### src/rtl/rvecc_encode_pipe.sv
// Pipelined SECDED (39,32) write-path encoder with a two-entry output buffer
// and a one-shot single/double bit error injector for exercising the decoder.
module rvecc_encode_pipe #(
    parameter int INJ_EN = 1
) (
    input  logic        clk,
    input  logic        rst,
    input  logic        in_valid,
    output logic        in_ready,
    input  logic [31:0] in_data,
    output logic        out_valid,
    input  logic        out_ready,
    output logic [31:0] out_data,
    output logic [6:0]  out_ecc,
    output logic        out_inj,
    input  logic        inj_arm,
    input  logic [1:0]  inj_mode,
    input  logic [5:0]  inj_pos0,
    input  logic [5:0]  inj_pos1,
    output logic        inj_armed,
    output logic        inj_done,
    output logic [15:0] enc_count
);

    localparam logic [31:0] ECC0_MASK = 32'h56AA_AD5B;
    localparam logic [31:0] ECC1_MASK = 32'h9B33_366D;
    localparam logic [31:0] ECC2_MASK = 32'hE3C3_C78E;
    localparam logic [31:0] ECC3_MASK = 32'h03FC_07F0;
    localparam logic [31:0] ECC4_MASK = 32'h03FF_F800;
    localparam logic [31:0] ECC5_MASK = 32'hFC00_0000;

    function automatic logic [6:0] calc_ecc(input logic [31:0] d);
        logic [5:0] e;
        e[0] = ^(d & ECC0_MASK);
        e[1] = ^(d & ECC1_MASK);
        e[2] = ^(d & ECC2_MASK);
        e[3] = ^(d & ECC3_MASK);
        e[4] = ^(d & ECC4_MASK);
        e[5] = ^(d & ECC5_MASK);
        calc_ecc = {(^d) ^ (^e), e};
    endfunction

    function automatic logic [5:0] sat_pos(input logic [5:0] p);
        sat_pos = (p > 6'd38) ? 6'd38 : p;
    endfunction

    logic        out_valid_q, out_valid_d;
    logic [31:0] out_data_q, out_data_d;
    logic [6:0]  out_ecc_q, out_ecc_d;
    logic        out_inj_q, out_inj_d;
    logic        skid_valid_q, skid_valid_d;
    logic [31:0] skid_data_q, skid_data_d;
    logic [6:0]  skid_ecc_q, skid_ecc_d;
    logic        skid_inj_q, skid_inj_d;
    logic        inj_armed_q, inj_armed_d;
    logic [1:0]  inj_mode_q, inj_mode_d;
    logic [5:0]  inj_pos0_q, inj_pos0_d;
    logic [5:0]  inj_pos1_q, inj_pos1_d;
    logic        inj_done_q, inj_done_d;
    logic [15:0] enc_count_q, enc_count_d;

    logic        accept;
    logic        out_free;
    logic        inj_now;
    logic        arm_ok;
    logic [38:0] flip_mask;
    logic [38:0] new_cw;
    logic [5:0]  pos0_sat;
    logic [5:0]  pos1_sat;

    assign in_ready = ~skid_valid_q & ~rst;
    assign accept   = in_valid & in_ready;
    assign out_free = ~out_valid_q | out_ready;
    assign inj_now  = accept & inj_armed_q;
    assign arm_ok   = (INJ_EN != 0) && inj_arm && !inj_armed_q &&
                      ((inj_mode == 2'b01) || (inj_mode == 2'b10));
    assign pos0_sat = sat_pos(inj_pos0);
    assign pos1_sat = sat_pos(inj_pos1);

    always_comb begin
        flip_mask = '0;
        if (inj_now) begin
            flip_mask[inj_pos0_q] = 1'b1;
            if (inj_mode_q == 2'b10) begin
                flip_mask[inj_pos1_q] = 1'b1;
            end
        end
    end

    assign new_cw = {calc_ecc(in_data), in_data} ^ flip_mask;

    // Output register and skid behave as a two-entry in-order FIFO
    always_comb begin
        out_valid_d  = out_valid_q;
        out_data_d   = out_data_q;
        out_ecc_d    = out_ecc_q;
        out_inj_d    = out_inj_q;
        skid_valid_d = skid_valid_q;
        skid_data_d  = skid_data_q;
        skid_ecc_d   = skid_ecc_q;
        skid_inj_d   = skid_inj_q;
        if (out_free) begin
            if (skid_valid_q) begin
                out_valid_d  = 1'b1;
                out_data_d   = skid_data_q;
                out_ecc_d    = skid_ecc_q;
                out_inj_d    = skid_inj_q;
                skid_valid_d = accept;
                if (accept) begin
                    skid_data_d = new_cw[31:0];
                    skid_ecc_d  = new_cw[38:32];
                    skid_inj_d  = inj_now;
                end
            end else begin
                out_valid_d = accept;
                if (accept) begin
                    out_data_d = new_cw[31:0];
                    out_ecc_d  = new_cw[38:32];
                    out_inj_d  = inj_now;
                end
            end
        end else if (accept) begin
            skid_valid_d = 1'b1;
            skid_data_d  = new_cw[31:0];
            skid_ecc_d   = new_cw[38:32];
            skid_inj_d   = inj_now;
        end
    end

    // inj_done fires only when a corrupted word is loaded into the output register
    always_comb begin
        inj_done_d  = out_free && (skid_valid_q ? skid_inj_q : inj_now);
        inj_armed_d = inj_armed_q;
        inj_mode_d  = inj_mode_q;
        inj_pos0_d  = inj_pos0_q;
        inj_pos1_d  = inj_pos1_q;
        if (inj_now) begin
            inj_armed_d = 1'b0;
        end else if (arm_ok) begin
            inj_armed_d = 1'b1;
            inj_mode_d  = inj_mode;
            inj_pos0_d  = pos0_sat;
            if (pos1_sat == pos0_sat) begin
                inj_pos1_d = (pos0_sat == 6'd38) ? 6'd0 : pos0_sat + 6'd1;
            end else begin
                inj_pos1_d = pos1_sat;
            end
        end
        enc_count_d = (accept && enc_count_q != 16'hFFFF) ? enc_count_q + 16'd1 : enc_count_q;
    end

    always_ff @(posedge clk) begin
        if (rst) begin
            out_valid_q  <= 1'b0;
            out_data_q   <= '0;
            out_ecc_q    <= '0;
            out_inj_q    <= 1'b0;
            skid_valid_q <= 1'b0;
            skid_data_q  <= '0;
            skid_ecc_q   <= '0;
            skid_inj_q   <= 1'b0;
            inj_armed_q  <= 1'b0;
            inj_mode_q   <= 2'b00;
            inj_pos0_q   <= '0;
            inj_pos1_q   <= '0;
            inj_done_q   <= 1'b0;
            enc_count_q  <= '0;
        end else begin
            out_valid_q  <= out_valid_d;
            out_data_q   <= out_data_d;
            out_ecc_q    <= out_ecc_d;
            out_inj_q    <= out_inj_d;
            skid_valid_q <= skid_valid_d;
            skid_data_q  <= skid_data_d;
            skid_ecc_q   <= skid_ecc_d;
            skid_inj_q   <= skid_inj_d;
            inj_armed_q  <= inj_armed_d;
            inj_mode_q   <= inj_mode_d;
            inj_pos0_q   <= inj_pos0_d;
            inj_pos1_q   <= inj_pos1_d;
            inj_done_q   <= inj_done_d;
            enc_count_q  <= enc_count_d;
        end
    end

    assign out_valid = out_valid_q;
    assign out_data  = out_data_q;
    assign out_ecc   = out_ecc_q;
    assign out_inj   = out_inj_q;
    assign inj_armed = inj_armed_q;
    assign inj_done  = inj_done_q;
    assign enc_count = enc_count_q;

endmodule

### config.mk
export PLATFORM = sky130hd
export DESIGN_NAME = rvecc_encode_pipe
export DESIGN_NICKNAME = d
export VERILOG_FILES = /design/src/rtl/rvecc_encode_pipe.sv
export SDC_FILE = /design/constraint.sdc
export NUM_CORES = 1
export LEC_CHECK = 0
export ABC_AREA = 0
export BUFFER_PORTS_ARGS = -buffer_cell sky130_fd_sc_hd__buf_2
export CORE_ASPECT_RATIO = 0.6
export CORE_MARGIN = 2
export CORE_UTILIZATION = 35
export CTS_CLUSTER_DIAMETER = 60
export DETAILED_ROUTE_END_ITERATION = 10
export PLACE_DENSITY = 0.53
export SLEW_MARGIN = 20
export SYNTH_ARGS = -nofsm -noshare
export SYNTH_HDL_FRONTEND = slang
export SYNTH_SLANG_ARGS = --single-unit
### constraint.sdc
create_clock -name clk -period 2.8 [get_ports clk]
set_input_delay 0.84 -clock clk [delete_from_list [all_inputs] [get_ports clk]]
set_output_delay 0.84 -clock clk [all_outputs]
set_load 0.02 [all_outputs]
* Yosys cells after proc, flatten, opt, wreduce, memory -nomap -nowiden
Cells that the tools add are included. Widths: inputs -> output; s select.
Word-level totals: input port bits 51, bits in registers 114, output and inout port bits 60, logic and storage cells 91
Operators by class: equal/unequal tests 7, mux-type cells 30, add/subtract/negate cells 2, order comparisons 6, reduce and logical (&&, ||, !) cells 21, bitwise logic cells 11
Operators by type and width (number):
- $reduce_xor 32->1 | 7
- $mux 32 | 5
- $mux 39 | 2
- $or 39x39->39 | 1
- $xor 39x39->39 | 1
- $mux 7 | 5
- $mux 6 | 4
- $add 16x1->16 const B | 1
- $ne 16x16->1 const B | 1
- $lt 6x7->1 const B | 2
- $demux 1 s6 | 2
- $ge 6x1->1 const B | 2
- $gt 6x6->1 const B | 2
- $mux 1 | 12
- $add 6x1->6 const B | 1
- $eq 6x6->1 | 1
- $eq 6x6->1 const B | 1
- $logic_and 1x1->1 | 6
- $reduce_xor 6->1 | 1
- $eq 2x2->1 const B | 2
- $not 1->1 | 4
- $reduce_and 2->1 | 2
- $reduce_bool 2->1 | 2
- $and 1x1->1 | 3
- other kinds (7) | 7

* Depth between registers and ports, before layout
Gate-level depths: netlist of the first run.
depth after elaboration 11, gate-level depth with buffers 9, gate-level depth less buffers 8

* Least setup slack after synthesis of the first run
Ideal clock, no wire load.
kind input to register, start in in_data[25], end reg skid_ecc_q[6], path buffers 0, data arrival time 2.640 ns, library setup time 0.128 ns, slack 0.032 ns, data required time 2.672 ns, stages 7, cells stage by stage xnor3_2 xnor3_2 xnor2_2 xnor3_1 xnor3_1 mux2i_1 nor2_1
Between the ends: cells in the longest elaborated chain, start to end 7, elaborated cells on any way between the ends 12, classes of those cells 3 x mux; 2 x bitwise; 7 x reduce/logical
Ends and longest elaborated chain:
- start, declared | line 10 | input logic [31:0] in_data,
- $reduce_xor 32->1 (on tied branches)
- $reduce_xor 6->1 | line 40 | calc_ecc = {(^d) ^ (^e), e};
- $xor 1x1->1 (*) | line 40
- $xor 39x39->39 (*) | line 90 | assign new_cw = {calc_ecc(in_data), in_data} ^ flip_mask;
- $mux 7 (*) | line 109, 122
- $mux 7 | line 103 | if (skid_valid_q) begin
- $mux 7 (*) | line 102 | if (out_free) begin
- end signal, assigned | line 175 | skid_ecc_q <= skid_ecc_d;
- end, declared | line 53 | logic [6:0] skid_ecc_q, skid_ecc_d;
Mark *: on every way between the ends. The rest lies on a longest branch, timed or not. The select of a mux whose other input is x is not followed. A chain may end at the register's enable or synchronous reset.

* Worst setup path after layout of the first run
start in in_data[8], end reg out_ecc_q[6], in the netlist out_ecc[6]
Between the ends: cells in the longest elaborated chain, start to end 6, elaborated cells on any way between the ends 9, classes of those cells 2 x mux; 2 x bitwise; 5 x reduce/logical
Ends and longest elaborated chain:
- $reduce_xor 32->1 (on tied branches) | line 34, 36, 37
- $reduce_xor 6->1 | line 40
- $xor 1x1->1 (*) | line 40
- $xor 39x39->39 (*) | line 90
- $mux 7 (*) | line 116 | if (accept) begin
- $mux 7 (*) | line 103
- end signal, assigned | line 171 | out_ecc_q <= out_ecc_d;
- end, declared | line 49 | logic [6:0] out_ecc_q, out_ecc_d;
Marks and branches as above.

==> run metrics, run 1 <==
CTS buffer count 17; number of synthesized register bits 114; Die X-Extent 181 microns; ANT nets after route 0; grt ovf 0; Layout area overhead 26.0%; Worst Skew 0.0101 ns; CTS clk-pin slew, worst paths 0.06 ns; PnR worst setup slack 0.308 ns; final setup vio count 0; Fin. Hold Viols 0; Synth area leader dfxtp_1; dpl ws -0.100 ns; H-tree depth 4; GPL Wtd Cong 0.903; Total GRT Usage 19.8%; most frequent cell after synthesis dfxtp_1; Post-synth EDFFs 0; DPL Wire Length 14100 microns; max incr delay on CP 0.53 ns; worst-skew pair later-pin latency 0.42 ns; Syn Nets 848; cell at the slowest stage of the critical path xnor3_4; worst-path fanout max 3; num rows 38; count of cell types in the netlist 60; Slew @ Worst Pin 0.708 ns; via/cell ratio 5.12; Final Cell Area 8270 sq um; drc violations 0; share of the synthesized area in the top cell type 34.8%; Critical R2R Capture out_ecc[6]; vias in the first global route 5425; global-route wire length before repair 30300 microns; max-slew violations 0; Post-synth top cells 114 x dfxtp_1, 100 x nor2_1, 80 x nand2_1; pin count of the biggest net entering global routing 72; CTS tree built; status finished, final reports clean; Cell Chain, Critical Path buf_2, xnor2_1, xnor2_1, xnor3_4, xnor2_1, xnor3_1, nand2_1, a311oi_2; CP top delay family XOR/XNOR gates; Inserted Diodes 0; crit path launch type primary input; Relative slew margins 52.8%; core area 18200 sq um; CTS root buf clkbuf_16; antenna violations before repair 1; share of post-route cells with drive strength above 1 23.4%; worst setup path class primary input to register; Die Ht 110 microns; RSZ-0062 raised after global routing false; Synth Flop Type dfxtp_1; worst reg2reg path startpoint inj_pos0_q[5]; Die ar. 19900 sq um; dpl cell area 7640 sq um; Worst Path Arrival 2.83 ns; Synthesis Warnings 0; Buf+Inv Stages, Crit Path 1; Seq/Total Area, Yosys 34.8%; P_leak 3.15 nW; IO Pins 111; final worst path period share 89.0%; vias 6046; CTS max path bufs 2; Initial Util 36.0%; total wire length 19600 microns; hold depth 2; synthesized area 6560 sq um; FFs w/ async S/R, synth 0%; Reg2Reg Depth 7; top cells by area, synth dfxtp_1 35%, xnor2_1 8.9%, nor2_1 5.7%, xor2_1 4.9%, a211oi_1 4.8%; HP Class register to register; PD cells 649 nW/um^2; DR pass1 iterations 5; CTS Sinks 114; worst endpoint required time 3.14 ns; Max rail drop VDD 0.000448 V; fin crit period 2.49 ns; WL/cell 16.6 microns; Port Buffers 110; CP endpoint kind register; Synth Area per Inst 8.26 sq um; most frequent cell on the critical path xnor2_1; Iter 0 DRT Violations 411; Resized Gates After CTS 0; hold buffer count at CTS 0; nets@finish 981; reg2reg setup slack 0.39 ns; Worst Hold Path EP out_data[16]; max-cap violation count 0; f_max 401 MHz; Cells after Synth 794; min-delay src out_data[16]; total setup buffers inserted after CTS 0
==> worst reg2reg max path: cells and delay by family (launching register included) <==
| kind | cells | cell delay (ns) |
|---|---|---|
| flip-flops | 1 | 0.49 |
| XOR/XNOR | 2 | 0.74 |
| AND/OR/NAND/NOR | 3 | 0.65 |
| AO/OA/AOI/OAI | 2 | 0.44 |
==> logic make-up after synthesis <==
logic type	synth area share (%)
AOI/OAI and AO/OA	21.9
muxes	1.68
and+or+nand+nor	19.1
adders and majority gates	0.572
buffers and inverters	4.40
DFF	34.8
xor gates and xnor gates	17.6
==> per-layer routing <==
metal	global-route usage, %	part of all wire (%)
met5	0	0.056
met4	4.26	0.79
met3	5.45	6.5
met2	25.8	37
met1	31.3	55
==> stage by stage <==
stage	power, mW	util, %	TNS [ns]	std cells	hold WS (ns)
floorplan	2.62	-	0	794	0.455
global placement	3.03	41.9	-0.208	1148	0.441
detailed placement	3.03	41.9	-0.260	1148	0.445
CTS	5.40	45.4	0	1180	0.452
global route	5.60	45.4	0	1180	0.465
finish	5.36	45.4	0	1180	0.449
==> flip-flops by register name, indices dropped and copies added, names as in the netlist <==
name	cells
out_data	32
skid_data_q	32
enc_count	16
out_ecc	7
skid_ecc_q	7
inj_pos0_q	6
inj_pos1_q	6
inj_mode_q	2
inj_armed	1
inj_done	1
out_inj	1
out_valid	1
skid_inj_q	1
skid_valid_q	1
==> power breakdown <==
group / switching, mW / total (mW) / internal [mW] / leakage [nW]
sequential: 0.0640 / 1.77 / 1.70 / 0.928
clock: 0.857 / 2.36 / 1.50 / 0.298
combinational: 0.643 / 1.24 / 0.595 / 1.93
total: 1.56 / 5.36 / 3.80 / 3.15
==> area by class of cell <==
cell class,instances,area (sq um)
fill,1867,9940
timing repair buffer,168,1030
clock buffer,18,429
multi-input combinational,619,4000
tap,240,300
sequential,114,2280
clock inverter,14,204
inverter,7,26.3
==> placed cells by master (no fill, tap or decap), types with 5 or more instances in the layout <==
master / count
dfxtp_1: 114
buf_2: 109
nor2_1: 99
nand2_1: 80
xnor2_1: 67
buf_4: 56
a21oi_1: 51
a211oi_1: 42
o21ai_0: 40
xor2_1: 37
a21o_1: 31
o22ai_1: 18
clkbuf_16: 17
a22oi_1: 13
nor3_1: 12
nand3_1: 12
mux2i_1: 11
nor3b_1: 10
nand3b_1: 9
and2_1: 7
nand2b_1: 6
or3_1: 6
xnor3_1: 6
inv_1: 5
nand4_1: 5
a221oi_1: 5
==> how the worst max path moves through the flow <==
stage,startpoint,end,slack (ns),cells after the start
global placement,in_data[25],out_ecc[6],-0.10,8
floorplan,in_data[25],skid_ecc_q[6],0.03,7
CTS,in_data[8],out_ecc[6],0.33,8
finish,in_data[8],out_ecc[6],0.31,8
detailed placement,in_data[25],out_ecc[6],-0.10,8
global route,in_data[8],skid_ecc_q[6],0.21,8
(Power assumes the default switching activity.)
==> inputs of run 2 (changes only) <==
- CORE_MARGIN: 2 -> 4
==> run 2 against run 1 <==
  * Clock skew up 0.0016 ns
  * Worst hold slack better by 0.00089 ns
  * Register-to-register slack worse by 0.03 ns
  * Total power down 4.0%
  * Final area down 0.57%
  * Die area up 5.9%
  * Sequential share of layout area up 0.16 points
  * Wire length up 1.8%
  * Cell count up 0.17%
==> run metrics, run 2 (synthesis gave the netlist of run 1 again) <==
grt ovf 0 (unchanged); max-slew violations 0 (unchanged); global-route wire length before repair 31500 microns (+3.9%); most frequent cells in the layout 114 x dfxtp_1, 109 x buf_2, 99 x nor2_1; Die ar. 21100 sq um (+5.9%); CTS buffer count 17 (unchanged); hold depth 2 (unchanged); Clock power frac 41.5% (-2.5 points); CTS tree built; Layout area overhead 25.3%; total wire length 19900 microns (+1.8%); met3 WL 1470 microns (+15%); Die Ht 114 microns (+3.6%); Slew @ Worst Pin 1.02 ns (+0.308 ns); Hold Slack 0.450 ns (+0.000888 ns); Die X-Extent 185 microns (+2.2%); vias 6108 (+1.0%); final worst path period share 88.4% (-0.62 points); ANT nets after route 0 (unchanged); pin count of the biggest net entering global routing 95 (+32%); num rows 38 (unchanged); CTS max path bufs 2 (unchanged); internal power 3.55 mW (-6.5%); HP Class register to register; drc violations 0 (unchanged); Port Buffers 110 (unchanged); TNS Setup 0 ns (unchanged); Initial Util 36.0% (unchanged); CTS Sinks 114 (unchanged); Comb pwr share 24.3% (+1.2 points); commonest non-fill, non-tap cell in the layout dfxtp_1; metal1 wirelength 10800 microns (+0.35%); nets@finish 983 (+0.20%); Iter 0 DRT Violations 440 (+7.1%); Relative slew margins 32.3% (-21 points); Reg2Reg Depth 7 (unchanged); post-placement cell count 1150 (+0.17%); vias in the first global route 5538 (+2.1%); share of post-route cells with drive strength above 1 23.7% (+0.27 points); total setup buffers inserted after CTS 0 (unchanged); hold buffer count at CTS 0 (unchanged); RSZ-0062 raised after global routing false; Worst Skew 0.0117 ns (+0.00160 ns); Worst Path Arrival 2.80 ns (-0.03 ns); CP endpoint kind register; P_leak 3.14 nW (-0.29%); Resized Gates After CTS 0 (unchanged); IO Pins 111 (unchanged); Total GRT Usage 19.0% (-0.82 points); top routing layer in use met4; worst-skew pair later-pin latency 0.42 ns (about the same); CTS root buf clkbuf_16; fin cells 1182 (+0.17%); via/cell ratio 5.17 (+0.85%); switching pwr 1.60 mW (+2.3%); Cell Chain, Critical Path buf_2, xnor3_2, xnor3_2, xnor2_2, xnor3_1, xnor3_1, nand2_1, a311oi_2; worst setup path class primary input to register; max-cap violation count 0 (unchanged); Inserted Diodes 0 (unchanged); f_max 404 MHz (+0.70%); status finished, final reports clean; Sequential Power Share 34.3% (+1.4 points); fin crit period 2.48 ns (-0.0173 ns); Max rail drop VDD 0.000363 V (-19%); Fin. Hold Viols 0 (unchanged); PD cells 626 nW/um^2 (-3.4%); reg2reg setup slack 0.36 ns (-0.03 ns); core area 18200 sq um (unchanged); DR pass1 iterations 5 (unchanged); final setup vio count 0 (unchanged); GPL Wtd Cong 0.923 (+2.2%); utilization after layout 45.1% (-0.26 points); H-tree depth 4 (unchanged); cell at the slowest stage of the critical path xnor3_2; PnR worst setup slack 0.325 ns (+0.0173 ns); WL/cell 16.9 microns (+1.7%); switching fraction of total power 31.1% (+1.9 points); antenna violations before repair 0 (-1); crit path launch type primary input; met2 WL 7420 microns (+1.2%); worst-path fanout max 2 (-1); DPL Wire Length 14500 microns (+2.4%); CTS clk-pin slew, worst paths 0.06 ns (about the same); worst endpoint required time 3.12 ns (-0.02 ns); max incr delay on CP 0.43 ns (-0.10 ns); dpl ws -0.101 ns (-0.000559 ns)
==> run 2: cell count changes in the layout (fill, tap and decap cells not counted) <==
| cell | previous run | this run |
|---|---|---|
| buf_4 | 56 | 58 |
| bufinv_16 | 4 | 1 |
| clkbuf_1 | 1 | 0 |
| clkinv_2 | 0 | 2 |
| clkinv_4 | 4 | 2 |
| clkinvlp_4 | 3 | 2 |
| inv_6 | 3 | 7 |
| inv_8 | 0 | 1 |
==> run 2: power groups by stage <==
| stage | logic [mW] | clock network (mW) | registers (mW) |
|---|---|---|---|
| finish | 1.25 | 2.14 | 1.77 |
| global route | 1.36 | 2.26 | 1.78 |
| CTS | 1.25 | 2.17 | 1.76 |
| detailed placement | 1.24 | 0 | 1.80 |
| global placement | 1.25 | 0 | 1.80 |
| floorplan | 0.795 | 0 | 1.83 |
==> run 2: critical path: cells and delay by family <==
| kind | cells | cell delay (ns) |
|---|---|---|
| xor gates and xnor gates | 5 | 1.52 |
| AOI/OAI and AO/OA | 1 | 0.26 |
| buffers and inverters | 1 | 0.10 |
| and+or+nand+nor | 1 | 0.07 |
==> run 2: per-stage QoR <==
step,instance area (sq um),power [mW]
3_5_place_dp,7650,3.04
2_1_floorplan,6560,2.62
6_report,8220,5.15
4_1_cts,8220,5.18
3_3_place_gp,7650,3.05
5_1_grt,8220,5.40
==> run 2: final timing paths <==
kind / from / end
setup / recovery: in_data[25] / out_ecc[6]
hold / removal: out_data[7] / out_data[7]
setup reg to reg: inj_pos0_q[5] / out_ecc[6]
hold reg to reg: out_data[7] / out_data[7]
==> run 2: final cells by class <==
cell class / instances / area (sq um)
well taps: 240 / 300
fillers: 1861 / 9990
clock inverters: 15 / 145
repair buffers: 170 / 1040
multi-input cells: 619 / 4000
clock buffers: 17 / 425
inverters: 7 / 26.3
flip-flops and latches: 114 / 2280
==> run 2: routing by layer <==
layer | up-vias | global-route usage, %
li1 | 3058 | -
met3 | 19 | 4.70
met5 | - | 0
met4 | 0 | 3.71
met2 | 189 | 23.9
met1 | 2842 | 31.6
==> inputs of run 3 (changes only) <==
- CORE_MARGIN: 4 -> not set
==> run 3 against run 2 <==
  * Maximum frequency shrank 0.75%
  * Wire length is 3.3% lower
  * Largest cell class unchanged
  * Final area is 1.3% higher
==> run metrics, run 3 (synthesis gave the netlist of run 1 again) <==
area occupied by multi-input gates 4000 sq um (unchanged); dpl cell area 7700 sq um (+0.65%); Relative slew margins 47.9% (+16 points); worst-path fanout max 2 (unchanged); pin count of the biggest net entering global routing 72 (-24%); total wire length 19300 microns (-3.3%); final setup vio count 0 (unchanged); fin cells 1187 (+0.42%); hold buffer count at CTS 0 (unchanged); IO Pins 111 (unchanged); global-route wire length before repair 30300 microns (-3.6%); Inserted Diodes 0 (unchanged); GPL Wtd Cong 0.984 (+6.7%); FF/Latch Area 2280 sq um (unchanged); Iter 0 DRT Violations 511 (+16%); crit path launch type primary input; CTS clk-pin slew, worst paths 0.05 ns (about the same); CTS Sinks 114 (unchanged); P_leak 3.18 nW (+1.3%); worst-skew pair later-pin latency 0.42 ns (about the same); total setup buffers inserted after CTS 0 (unchanged); hold depth 2 (unchanged); CTS max path bufs 2 (unchanged); Slew @ Worst Pin 0.782 ns (-0.233 ns); worst setup path class primary input to register; Port Buffers 110 (unchanged); fin crit period 2.49 ns (+0.0187 ns); PD cells 640 nW/um^2 (+2.2%); post-placement cell count 1155 (+0.43%); utilization after layout 45.7% (+0.58 points); total power 5.33 mW (+3.5%); via/cell ratio 5.13 (-0.70%); status finished, final reports clean; RSZ-0062 raised after global routing false; Resized Gates After CTS 0 (unchanged); CTS tree built; Max rail drop VDD 0.000463 V (+28%); CTS buffer count 17 (unchanged); Worst Hold Path EP out_data[3]; Die ar. 19300 sq um (-8.3%); Die X-Extent 179 microns (-3.2%); Worst Skew 0.00923 ns (-0.00249 ns); nets@finish 988 (+0.51%); Worst Path Arrival 2.83 ns (+0.03 ns); f_max 401 MHz (-0.75%); final worst path period share 89.1% (+0.67 points); vias in the first global route 5481 (-1.0%); Fin. Hold Viols 0 (unchanged); worst endpoint required time 3.13 ns (about the same); min-delay src out_data[3]; CP endpoint kind register; CTS root buf clkbuf_16; ANT nets after route 0 (unchanged); Die Ht 108 microns (-5.3%); DPL Wire Length 14100 microns (-3.0%); drc violations 0 (unchanged); HP Class register to register; DR pass1 iterations 5 (unchanged); fillers 1855 (-0.32%); antenna violations before repair 0 (unchanged); worst reg2reg path startpoint inj_pos0_q[5]; core area 18200 sq um (unchanged); Reg2Reg Depth 7 (unchanged); reg2reg setup slack 0.42 ns (+0.06 ns); num rows 38 (unchanged); Initial Util 36.0% (unchanged); share of post-route cells with drive strength above 1 23.9% (+0.19 points); most frequent cells in the layout 114 x dfxtp_1, 109 x buf_2, 99 x nor2_1; WL/cell 16.2 microns (-3.7%); vias 6091 (-0.28%); Total GRT Usage 20.5% (+1.6 points); H-tree depth 4 (unchanged); Layout area overhead 26.9%; Final Cell Area 8330 sq um (+1.3%); commonest non-fill, non-tap cell in the layout dfxtp_1; max-slew violations 0 (unchanged); grt ovf 0 (unchanged); Critical R2R Capture out_ecc[6]; max-cap violation count 0 (unchanged)
run 3: power breakdown:
part	leakage (nW)	switching, mW	total, mW	internal (mW)
clock	0.289	0.806	2.32	1.51
sequential	0.928	0.0631	1.77	1.70
combinational	1.97	0.639	1.24	0.605
run 3: cell type report:
class | count | share of cell area, %
multi-input cells | 619 | 48.0
flip-flops and latches | 114 | 27.4
repair buffers | 175 | 13.1
clock buffers | 20 | 5.36
well taps | 240 | 3.61
clock inverters | 12 | 2.16
inverters | 7 | 0.316
run 3: how the worst max path moves through the flow:
stage / start / to
4_1_cts: in_data[25] / out_ecc[6]
3_5_place_dp: in_data[25] / out_ecc[6]
5_1_grt: inj_pos1[1] / inj_pos1_q[1]
2_1_floorplan: in_data[25] / skid_ecc_q[6]
3_3_place_gp: in_data[25] / out_ecc[6]
6_report: in_data[25] / out_ecc[6]
run 3: critical path, stage by stage:
cell and delay, ns:
buf_2 0.10, xnor3_2 0.39, xnor3_2 0.43, xnor2_2 0.18
xnor3_1 0.25, xnor3_1 0.31, nand2_1 0.07, a311oi_2 0.25
run 3: routing by layer:
metal	track usage, %	vias up	wire, microns
met5	0	-	0
met4	5.57	0	175
met3	4.61	16	1470
met2	26.9	200	7270
met1	32.4	2797	10400
li1	-	3078	-
run 3: metrics by stage:
step	setup slack [ns]	setup TNS, ns	hold slack, ns
2_1_floorplan	0.0322	0	0.455
3_3_place_gp	-0.129	-0.277	0.442
3_5_place_dp	-0.146	-0.380	0.444
4_1_cts	0.303	0	0.452
5_1_grt	0.213	0	0.463
6_report	0.306	0	0.449
